**src/rtl/rw_bus_master_pkg.sv**
```systemverilog
// Shared constants and state encoding for the rw_bus_master data-memory initiator.
package rw_bus_master_pkg;

  localparam logic [7:0]  BASE_ADDR = 8'd128;
  localparam logic [7:0]  TOP_ADDR  = 8'd223;
  localparam int unsigned LEN_W     = 3;

  typedef enum logic [2:0] {
    S_IDLE  = 3'd0,
    S_WRITE = 3'd1,
    S_READ  = 3'd2,
    S_DRAIN = 3'd3,
    S_ERR   = 3'd4
  } state_t;

  function automatic logic in_window(input logic [7:0] addr);
    return (addr >= BASE_ADDR) && (addr <= TOP_ADDR);
  endfunction

endpackage

```
**src/rtl/rw_bus_master_if.sv**
```systemverilog
// Request, write-beat, read-beat and memory pins of the rw_bus_master.
// Handshakes: a request or write beat transfers on a rising edge where its
// valid and ready are both high; read beats have no ready and must be taken
// in the cycle rd_valid is high.
interface rw_bus_master_if;
  import rw_bus_master_pkg::*;

  logic                 req_valid;
  logic                 req_ready;
  logic                 req_write;
  logic [7:0]           req_addr;
  logic [LEN_W-1:0]     req_len;
  logic [7:0]           wr_data;
  logic                 wr_valid;
  logic                 wr_ready;
  logic [7:0]           rd_data;
  logic                 rd_valid;
  logic                 rd_last;
  logic                 done;
  logic                 err;
  logic [7:0]           address;
  logic                 WE;
  logic [7:0]           data_in;
  logic [7:0]           data_out;

  modport master (
    input  req_valid, req_write, req_addr, req_len, wr_data, wr_valid, data_out,
    output req_ready, wr_ready, rd_data, rd_valid, rd_last, done, err,
           address, WE, data_in
  );

  modport slave (
    output req_valid, req_write, req_addr, req_len, wr_data, wr_valid, data_out,
    input  req_ready, wr_ready, rd_data, rd_valid, rd_last, done, err,
           address, WE, data_in
  );

endinterface

```
**src/rtl/rw_rd_pipe.sv**
```systemverilog
// Two-stage read pipe: stage 1 covers the memory's registered output, stage 2
// captures data_out so rd_data/rd_valid/rd_last leave the master registered.
module rw_rd_pipe (
  input  logic       clk,
  input  logic       reset,
  input  logic       issue,
  input  logic       issue_last,
  input  logic [7:0] data_out,
  output logic [7:0] rd_data,
  output logic       rd_valid,
  output logic       rd_last,
  output logic       empty_next
);

  logic s1_valid;
  logic s1_last;

  always_ff @(posedge clk) begin
    if (reset) begin
      s1_valid <= 1'b0;
      s1_last  <= 1'b0;
      rd_valid <= 1'b0;
      rd_last  <= 1'b0;
      rd_data  <= 8'h00;
    end else begin
      s1_valid <= issue;
      s1_last  <= issue & issue_last;
      rd_valid <= s1_valid;
      rd_last  <= s1_last;
      if (s1_valid) rd_data <= data_out;
    end
  end

  // Output stage holds the youngest beat: the pipe is empty after this cycle.
  assign empty_next = rd_valid & ~s1_valid;

endmodule

```
**src/rtl/rw_bus_master.sv**
```systemverilog
// Single/burst read-write initiator for the 96x8 data memory at 128..223.
module rw_bus_master
  import rw_bus_master_pkg::*;
(
  input  logic            clk,
  input  logic            reset,
  rw_bus_master_if.master bus,
  output state_t          fsm_state
);

  state_t           state, state_n;
  logic [7:0]       cur_addr, cur_addr_n;
  logic [LEN_W-1:0] remaining, remaining_n;
  logic             truncated, truncated_n;
  logic             done_n;
  logic             we_raw;
  logic             issue;
  logic             issue_last;
  logic             empty_next;

  always_ff @(posedge clk) begin
    if (reset) begin
      state     <= S_IDLE;
      cur_addr  <= 8'h00;
      remaining <= '0;
      truncated <= 1'b0;
      bus.done  <= 1'b0;
      bus.err   <= 1'b0;
    end else begin
      state     <= state_n;
      cur_addr  <= cur_addr_n;
      remaining <= remaining_n;
      truncated <= truncated_n;
      bus.done  <= done_n;
      bus.err   <= (state == S_ERR);
    end
  end

  always_comb begin
    state_n       = state;
    cur_addr_n    = cur_addr;
    remaining_n   = remaining;
    truncated_n   = truncated;
    done_n        = 1'b0;
    bus.req_ready = 1'b0;
    bus.wr_ready  = 1'b0;
    bus.address   = 8'h00;
    bus.data_in   = 8'h00;
    we_raw        = 1'b0;
    issue         = 1'b0;
    issue_last    = 1'b0;
    case (state)
      S_IDLE: begin
        bus.req_ready = 1'b1;
        if (bus.req_valid) begin
          cur_addr_n  = bus.req_addr;
          remaining_n = bus.req_len;
          truncated_n = 1'b0;
          if (!in_window(bus.req_addr)) state_n = S_ERR;
          else if (bus.req_write)       state_n = S_WRITE;
          else                          state_n = S_READ;
        end
      end
      S_WRITE: begin
        bus.address  = cur_addr;
        bus.data_in  = bus.wr_data;
        bus.wr_ready = 1'b1;
        we_raw       = bus.wr_valid;
        if (bus.wr_valid) begin
          if (remaining == '0) begin
            state_n = S_IDLE;
            done_n  = 1'b1;
          end else if (cur_addr == TOP_ADDR) begin
            state_n = S_ERR;
          end else begin
            cur_addr_n  = cur_addr + 8'd1;
            remaining_n = remaining - 1'b1;
          end
        end
      end
      S_READ: begin
        bus.address = cur_addr;
        issue       = 1'b1;
        if (remaining == '0) begin
          issue_last = 1'b1;
          state_n    = S_DRAIN;
        end else if (cur_addr == TOP_ADDR) begin
          truncated_n = 1'b1;
          state_n     = S_DRAIN;
        end else begin
          cur_addr_n  = cur_addr + 8'd1;
          remaining_n = remaining - 1'b1;
        end
      end
      S_DRAIN: begin
        if (empty_next) begin
          if (truncated) begin
            state_n = S_ERR;
          end else begin
            state_n = S_IDLE;
            done_n  = 1'b1;
          end
        end
      end
      S_ERR:   state_n = S_IDLE;
      default: state_n = S_IDLE;
    endcase
  end

  // Gated combinationally so a write can never land on a reset edge.
  assign bus.WE    = we_raw & ~reset;
  assign fsm_state = state;

  rw_rd_pipe u_rd_pipe (
    .clk        (clk),
    .reset      (reset),
    .issue      (issue),
    .issue_last (issue_last),
    .data_out   (bus.data_out),
    .rd_data    (bus.rd_data),
    .rd_valid   (bus.rd_valid),
    .rd_last    (bus.rd_last),
    .empty_next (empty_next)
  );

endmodule

```
**src/flat_wrapper.sv**
```systemverilog
// flat-port wrapper written by rule: the top's interface ports become plain ports
module rw_bus_master_flat import rw_bus_master_pkg::*;
  (clk, reset, fsm_state, bus_req_valid, bus_req_write, bus_req_addr, bus_req_len, bus_wr_data, bus_wr_valid, bus_data_out, bus_req_ready, bus_wr_ready, bus_rd_data, bus_rd_valid, bus_rd_last, bus_done, bus_err, bus_address, bus_WE, bus_data_in);
  rw_bus_master_if bus_i ();
  input  logic clk;
  input  logic reset;
  output state_t fsm_state;
  input wire logic [$bits(bus_i.req_valid)-1:0] bus_req_valid;
  input wire logic [$bits(bus_i.req_write)-1:0] bus_req_write;
  input wire logic [$bits(bus_i.req_addr)-1:0] bus_req_addr;
  input wire logic [$bits(bus_i.req_len)-1:0] bus_req_len;
  input wire logic [$bits(bus_i.wr_data)-1:0] bus_wr_data;
  input wire logic [$bits(bus_i.wr_valid)-1:0] bus_wr_valid;
  input wire logic [$bits(bus_i.data_out)-1:0] bus_data_out;
  output wire logic [$bits(bus_i.req_ready)-1:0] bus_req_ready;
  output wire logic [$bits(bus_i.wr_ready)-1:0] bus_wr_ready;
  output wire logic [$bits(bus_i.rd_data)-1:0] bus_rd_data;
  output wire logic [$bits(bus_i.rd_valid)-1:0] bus_rd_valid;
  output wire logic [$bits(bus_i.rd_last)-1:0] bus_rd_last;
  output wire logic [$bits(bus_i.done)-1:0] bus_done;
  output wire logic [$bits(bus_i.err)-1:0] bus_err;
  output wire logic [$bits(bus_i.address)-1:0] bus_address;
  output wire logic [$bits(bus_i.WE)-1:0] bus_WE;
  output wire logic [$bits(bus_i.data_in)-1:0] bus_data_in;
  assign bus_i.req_valid = bus_req_valid;
  assign bus_i.req_write = bus_req_write;
  assign bus_i.req_addr = bus_req_addr;
  assign bus_i.req_len = bus_req_len;
  assign bus_i.wr_data = bus_wr_data;
  assign bus_i.wr_valid = bus_wr_valid;
  assign bus_i.data_out = bus_data_out;
  assign bus_req_ready = bus_i.req_ready;
  assign bus_wr_ready = bus_i.wr_ready;
  assign bus_rd_data = bus_i.rd_data;
  assign bus_rd_valid = bus_i.rd_valid;
  assign bus_rd_last = bus_i.rd_last;
  assign bus_done = bus_i.done;
  assign bus_err = bus_i.err;
  assign bus_address = bus_i.address;
  assign bus_WE = bus_i.WE;
  assign bus_data_in = bus_i.data_in;
  rw_bus_master u_core (.clk(clk), .reset(reset), .bus(bus_i), .fsm_state(fsm_state));
endmodule
```
**config.mk**
```make
export PLATFORM = sky130hd
export DESIGN_NAME = rw_bus_master_flat
export DESIGN_NICKNAME = d
export VERILOG_FILES = /design/src/rtl/rw_bus_master_pkg.sv /design/src/rtl/rw_bus_master_if.sv /design/src/rtl/rw_rd_pipe.sv /design/src/rtl/rw_bus_master.sv /design/src/flat_wrapper.sv
export SDC_FILE = /design/constraint.sdc
export NUM_CORES = 1
export LEC_CHECK = 0
export ABC_AREA = 1
export CORE_UTILIZATION = 40
export CTS_CLUSTER_SIZE = 16
export DETAILED_ROUTE_END_ITERATION = 10
export MAX_ROUTING_LAYER = met4
export PLACE_DENSITY = 0.73
export SLEW_MARGIN = 20
export SYNTH_ARGS = -nofsm -noshare
export SYNTH_HDL_FRONTEND = slang
export SYNTH_SLANG_ARGS = --single-unit
```
**constraint.sdc**
```tcl
create_clock -name clk -period 4.2 [get_ports clk]
set_input_delay 0.63 -clock clk [delete_from_list [all_inputs] [get_ports clk]]
set_output_delay 0.63 -clock clk [all_outputs]
set_load 0.1 [all_outputs]
```
==> summary.md, run 1 <==
| Metric | Value |
|---|---|
| Status | `complete, no violations` |
| Clk slew on worst S/H paths | `0.06 ns` |
| Antenna cell count | `0` |
| Reg2Reg Depth | `8` |
| Final Instance Area | `0.00239 mm²` |
| WP data arrival | `between 2 and 3 ns` |
| Reg-to-reg endpoint | `u_core.remaining[2]` |
| Dpl hpwl | `3.03 mm` |
| Die width | `66.4 µm` |
| Hold_ws | `0.408 ns` |
| Drt first-iter violations | `76` |
| Largest net degree at the start of global routing | `23` |
| Clock skew | `between 0.003 and 0.004 ns` |
| Worst Max-Slew Pin Slew | `0.987 ns` |
| Vias | `1,758` |
| Avg Inst Size Synth | `around 6.1 µm²` |
| Placed Area | `0.00229 mm²` |
| Residual DRC | `0` |
| Fin cells | `387` |
| Gpl congestion | `between 0.7 and 0.8` |
| RSZ-0062 raised after global routing | `false` |
| R2R Path Start | `u_core.fsm_state[2]` |
| Final ANT Viol Nets | `0` |
| P_int | `roughly 0.81 mW` |
| Async SR Flop Fraction | `0%` |
| CTS Sinks | `29` |
| Syn Inst Count | `272` |
| Crit path kind | `flop to primary output` |
| Num CTS Buffers | `5` |
| Pwr dens | `810 mW/mm²` |
| Maximum VDD drop | `0.000568 V` |
| Post-synthesis cell area | `between 0.0015 and 0.002 mm²` |
| CTS tree | `done` |
| Hold-fix buffers, CTS | `0` |
| Sequential area share after synthesis | `35.0%` |
| Total negative slack | `0 ns` |
| Critical Path Start Type | `flop` |
| Sequential share of power | `21.5%` |
| Core Box Area | `0.00400 mm²` |
| Root buffer selected by CTS | `clkbuf_8` |
| Die Ht | `66.4 µm` |
| Switching pwr | `~1.1 mW` |
| Number of library cell types mapped by synthesis | `27` |
| H-tree level count | `2` |
| Vias/cell | `4.54` |
| Final setup viols | `0` |
| EDFF count, synth | `0` |
| Pre-Repair DR Iteration Count | `4` |
| DIE AREA | `0.00441 mm²` |
| Max_slew headroom | `34.0%` |
| Post-CTS sizing | `0` |
| Initial antenna violation count | `0` |
| GR Util All Layers | `21.9%` |
| Hold path cells | `2` |
| Total gr overflow | `0` |
| Fin nets | `371` |
| Starting Density | `between 40% and 50%` |
| Max Fanout on Critical Path | `14` |
| First-pass GRT wire length | `roughly 7.2 mm` |
| Switch share | `between 50% and 60%` |
| Total Power | `slightly below 2 mW` |
| Final WL | `4.07 mm` |
| CP Data Required Time | `3.57 ns` |
| Setup Buffers After CTS | `0` |
| Later-pin clock latency in the skew report | `about 0.28 ns` |
| Ys Warns | `0` |
| Min-delay src | `u_core.u_rd_pipe.s1_last` |
| Max clock buf depth | `2` |
| Share of layout cells above drive strength 1 | `10.7%` |
| Placed Instances | `379` |
| Max Slew Vio Count | `0` |
| Fmax | `313 MHz` |
| Synth Flop Type | `dfxtp_1` |
| Vias in the first global route | `1,689` |
| PortBufs | `65` |
| R2r setup slk | `2.49 ns` |
| HP Class | `flop to flop` |
| LEAKAGE | `1.20 nW` |
| Combinational share of power | `between 60 and 70%` |
| Post-route minimum period | `3.20 ns` |
| I/O pins | `66` |
| Area growth, synth to finish | `44.2%` |
| Final Cycle Share | `between 70% and 80%` |
| Clock power share | `13.1%` |
| Worst setup EP type | `primary output` |
| Fin. Hold Viols | `0` |
| Count of state elements after synthesis | `29` |
| Max Cap Violations | `0` |
| Hold Path End | `u_core.u_rd_pipe.rd_last` |
| DR WL/cell | `between 10 and 15 µm` |
| Syn Nets | `307` |
| Row cnt | `23` |
-- metrics by stage --
stage               worst slack (ns)  util (%)
floorplan                     0.0320         -
global placement                1.23      57.3
detailed placement              1.20      57.3
CTS                            0.981      59.9
global route                   0.852      59.9
finish                          1.00      59.9
-- cells in the final DEF, fill, tap and decap left out --
| master | Yosys | layout |
|---|---|---|
| ha_1 | 3 | 3 |
| nand3_1 | 19 | 19 |
| nand2_1 | 70 | 70 |
| a31oi_1 | 1 | 1 |
| nor2_1 | 64 | 64 |
| or2_2 | 2 | 2 |
| clkdlybuf4s50_1 | 0 | 52 |
| clkinv_2 | 0 | 1 |
| a21oi_1 | 2 | 2 |
| dfxtp_1 | 29 | 29 |
| buf_4 | 2 | 13 |
| nor2_2 | 2 | 2 |
| inv_4 | 1 | 1 |
| nor3_1 | 4 | 4 |
| nand4_1 | 1 | 1 |
| nor4_1 | 1 | 1 |
| nand3_4 | 1 | 1 |
| or3_1 | 1 | 1 |
| nand3_2 | 1 | 1 |
| clkinv_1 | 1 | 1 |
| inv_2 | 3 | 3 |
| a21boi_0 | 1 | 1 |
| nand2_2 | 2 | 2 |
| clkbuf_8 | 0 | 7 |
| nand2_4 | 3 | 3 |
| o21ai_0 | 15 | 15 |
| inv_1 | 37 | 37 |
-- logic make-up (layout without fill, tap and decap cells) --
group,after synthesis,after routing,share of synthesized area (%)
compound gates,19,19,5.95
buf+inv,50,115,12.5
fa+ha+maj,3,3,2.26
flops,29,29,35.0
simple gates,171,171,44.3
-- worst max path at each step --
stage,start,to,cells after the start
CTS,u_core.fsm_state[0],bus_address[0],5
detailed placement,bus_wr_data[2],bus_data_in[2],4
floorplan,u_core.fsm_state[0],bus_WE,3
global placement,bus_wr_data[6],bus_data_in[6],4
finish,u_core.fsm_state[0],bus_address[0],5
global route,u_core.fsm_state[0],bus_address[0],5
-- worst max-delay path, stage by stage, from the launching register on --
cell             delay (ns)
dfxtp_1                0.42
nand3_2                0.31
nand2_4                0.28
nand2_1                0.09
inv_1                  0.05
clkdlybuf4s50_1        1.12
-- power by group through the flow --
stage                     registers (mW)  logic, mW  clock network (mW)
after floorplan                    0.620      0.843                   0
after global placement             0.419       1.27                   0
after detailed placement           0.421       1.27                   0
after CTS                          0.416       1.28               0.260
after global routing               0.429       1.39               0.273
final                              0.417       1.27               0.254
-- synthesized netlist by cell type, types with 2 or more instances --
cell,n,area [µm²]
a21oi_1,2,10.0
buf_2,2,10.0
buf_4,2,15.0
clkbuf_1,3,11.3
dfxtp_1,29,581
ha_1,3,37.5
inv_1,37,139
inv_2,3,11.3
nand2_1,70,263
nand2_2,2,12.5
nand2_4,3,33.8
nand3_1,19,95.1
nor2_1,64,240
nor2_2,2,12.5
nor3_1,4,20.0
o21ai_0,15,75.1
or2_2,2,12.5
-- per-layer routing --
metal  routed length (µm)  up-vias  track usage, %
met5                    0        -               -
li1                     -      950               -
met1                 1890      758            25.6
met3                  244        4            6.03
met2                 1890       46            36.2
met4                   38        0            7.18
-- area by class of cell --
cell class / count / area (µm²)
flip-flops and latches: 29 / 581
multi-input cells: 193 / 872
clock buffers: 7 / 96.3
repair buffers: 65 / 618
inverters: 42 / 160
clock inverters: 1 / 5.00
well taps: 50 / 62.6
fillers: 389 / 1610
-- sequential cells by signal, indices dropped and copies added, names as in the netlist --
| name | count |
|---|---|
| u_core.remaining | 3 |
| u_core.bus.err | 1 |
| u_core.truncated | 1 |
| u_core.bus.done | 1 |
| u_core.u_rd_pipe.rd_data | 8 |
| u_core.u_rd_pipe.rd_valid | 1 |
| u_core.u_rd_pipe.s1_last | 1 |
| u_core.u_rd_pipe.s1_valid | 1 |
| u_core.fsm_state | 3 |
| u_core.u_rd_pipe.rd_last | 1 |
| u_core.cur_addr | 8 |
No activity file was read; power rests on OpenSTA's default activity.
==> inputs of run 2 (changes only) <==
--- a/config.mk
+++ b/config.mk
@@ -6,11 +6,11 @@
 export NUM_CORES = 1
 export LEC_CHECK = 0
 export ABC_AREA = 1
-export CORE_UTILIZATION = 40
+export CORE_UTILIZATION = 39
 export CTS_CLUSTER_SIZE = 16
 export DETAILED_ROUTE_END_ITERATION = 10
 export MAX_ROUTING_LAYER = met4
-export PLACE_DENSITY = 0.73
+export PLACE_DENSITY = 0.74
 export SLEW_MARGIN = 20
 export SYNTH_ARGS = -nofsm -noshare
 export SYNTH_HDL_FRONTEND = slang
==> constraint.sdc (replaced) <==
create_clock -name clk -period 2.7 [get_ports clk]
set_input_delay 0.405 -clock clk [delete_from_list [all_inputs] [get_ports clk]]
set_output_delay 0.405 -clock clk [all_outputs]
set_load 0.1 [all_outputs]
==> run 2 against run 1 <==
Net effect:
- non-clock buffer count increased by 1
- largest power group unchanged
- register-to-register slack worse by 1.6 ns
- sequential share of layout area fell by 2.3 points
- critical path depth grew 1
- global-route usage is 0.35 points lower
- first-iteration DRC count up 49%
- die area is 2.5% higher
- clock skew increased by 0.00084 ns
- core utilization rose by 5.4 points
- worst hold slack gained 0.0081 ns
==> summary.md, run 2 (synthesis results as in run 1) <==
| Metric | Value |
|---|---|
| Fin. Hold Viols | `0` |
| Placed Area | `0.00256 mm²` |
| Total Power | `3.18 mW` |
| Cell Chain, Critical Path | `nor2_2 > nand2_2 > nand2_4 > inv_1 > nor2_2 > buf_12` |
| I/O pins | `66` |
| Root buffer selected by CTS | `clkbuf_8` |
| Max_slew headroom | `59.8%` |
| Share of layout cells above drive strength 1 | `between 20% and 30%` |
| Max Slew Vio Count | `0` |
| Hold_ws | `0.416 ns` |
| Hold-fix buffers, CTS | `0` |
| Final WL | `4.18 mm` |
| Max Cap Violations | `0` |
| Clock skew | `0.00460 ns` |
| Clk slew on worst S/H paths | `around 0.06 ns` |
| Most common cell after layout, fill and taps aside | `nand2_1` |
| Vias | `1,811` |
| PortBufs | `65` |
| Setup Buffers After CTS | `0` |
| CTS Sinks | `29` |
| RSZ-0062 raised after global routing | `false` |
| Antenna cell count | `0` |
| Combinational share of power | `68.8%` |
| Starting Density | `between 40% and 50%` |
| Fin util | `65.3%` |
| Crit path kind | `flop to primary output` |
| Placed Instances | `380` |
| Core Box Area | `0.00406 mm²` |
| CTS tree | `done` |
| Switch share | `57.8%` |
| DIE AREA | `0.00452 mm²` |
| Slack of the critical path | `0.498 ns` |
| Total negative slack | `0 ns` |
| Switching pwr | `around 1.8 mW` |
| Dpl hpwl | `3.29 mm` |
| Pre-Repair DR Iteration Count | `4` |
| Residual DRC | `0` |
| Vias/cell | `4.67` |
| P_int | `1.34 mW` |
| Final setup viols | `0` |
| Most frequent cells in the layout | `70 x nand2_1, 49 x nor2_1, 37 x inv_1` |
| Clock power share | `between 10% and 20%` |
| Slowest cell on the critical path | `dfxtp_1` |
| Critical Path Start Type | `flop` |
| Initial antenna violation count | `0` |
| Max clock buf depth | `2` |
| Fin cells | `388` |
| Largest registers | `u_core.cur_addr x8, u_core.u_rd_pipe.rd_data x8` |
| Final Cycle Share | `81.6%` |
| Area growth, synth to finish | `59.5%` |
| WP data arrival | `1.80 ns` |
| Vias in the first global route | `1,704` |
| CP Data Required Time | `2.30 ns` |
| Die Ht | `67.2 µm` |
| GR Util All Layers | `21.6%` |
| Max Fanout on Critical Path | `14` |
| Num CTS Buffers | `5` |
| Drt first-iter violations | `113` |
| LEAKAGE | `around 1.3 nW` |
| Worst setup EP type | `primary output` |
| Fin nets | `372` |
| Worst Max-Slew Pin Slew | `between 0.6 and 0.7 ns` |
| Largest net degree at the start of global routing | `23` |
| Final ANT Viol Nets | `0` |
| Sequential share of power | `20.4%` |
| R2r setup slk | `0.93 ns` |
| Later-pin clock latency in the skew report | `0.27 ns` |
| Post-place setup slack | `0.704 ns` |
| Status | `complete, no violations` |
| Post-CTS sizing | `0` |
| Die width | `about 67 µm` |
| H-tree level count | `2` |
| Most used cell, CP | `nor2_2` |
| Gpl congestion | `0.891` |
| Total gr overflow | `0` |
| Fmax | `454 MHz` |
| Worst stage delay on the critical path | `~0.43 ns` |
| Post-route minimum period | `2.20 ns` |
| First-pass GRT wire length | `7.25 mm` |
| DR WL/cell | `10.8 µm` |
| Pwr dens | `1200 mW/mm²` |
| Final Instance Area | `0.00265 mm²` |
| HP Class | `flop to flop` |
| Row cnt | `23` |
| Maximum VDD drop | `0.00103 V` |
## run 2: changes by cell type in the layout (fill, tap and decap cells not counted), moves of 4 or more
cell	previous run	this run
buf_12	0	18
nor2_1	64	49
nor2_4	0	8
nor2_2	2	9
clkdlybuf4s50_1	52	31
buf_4	13	17
## run 2: critical path, delay by kind of cell (launching register included)
kind                   cells  cell delay (ns)
buffers and inverters      2             0.61
flip-flops                 1             0.43
AND/OR/NAND/NOR            4             0.47
## run 2: worst paths after layout
| kind | start | endpoint | cells after the start |
|---|---|---|---|
| max | u_core.fsm_state[0] | bus_address[1] | 6 |
| min | u_core.u_rd_pipe.s1_last | u_core.u_rd_pipe.rd_last | 2 |
| max reg2reg | u_core.fsm_state[2] | u_core.fsm_state[0] | 11 |
| min reg2reg | u_core.u_rd_pipe.s1_last | u_core.u_rd_pipe.rd_last | 2 |
## run 2: power groups by stage
stage	Combinational, mW	Sequential (mW)	Clock [mW]
2_1_floorplan	1.37	0.965	0
3_3_place_gp	2.17	0.655	0
3_5_place_dp	2.20	0.657	0
4_1_cts	2.20	0.650	0.352
5_1_grt	2.36	0.667	0.373
6_report	2.19	0.650	0.343
## run 2: metal layers
metal | vias up | wire [µm] | track usage, % | share of wire, %
li1 | 953 | - | - | -
met1 | 798 | 1890 | 26.1 | 45
met2 | 56 | 2000 | 34.4 | 48
met3 | 4 | 249 | 4.90 | 6.0
met4 | 0 | 33 | 8.78 | 0.79
met5 | - | 0 | - | 0
## run 2: layout make-up
| type | count | area [µm²] |
|---|---|---|
| Timing Repair Buffer | 66 | 798 |
| Clock inverter | 3 | 17.5 |
| Inverter | 42 | 160 |
| Multi-Input combinational cell | 193 | 961 |
| Fill cell | 353 | 1410 |
| Tap cell | 50 | 62.6 |
| Clock buffer | 5 | 68.8 |
| Sequential cell | 29 | 581 |
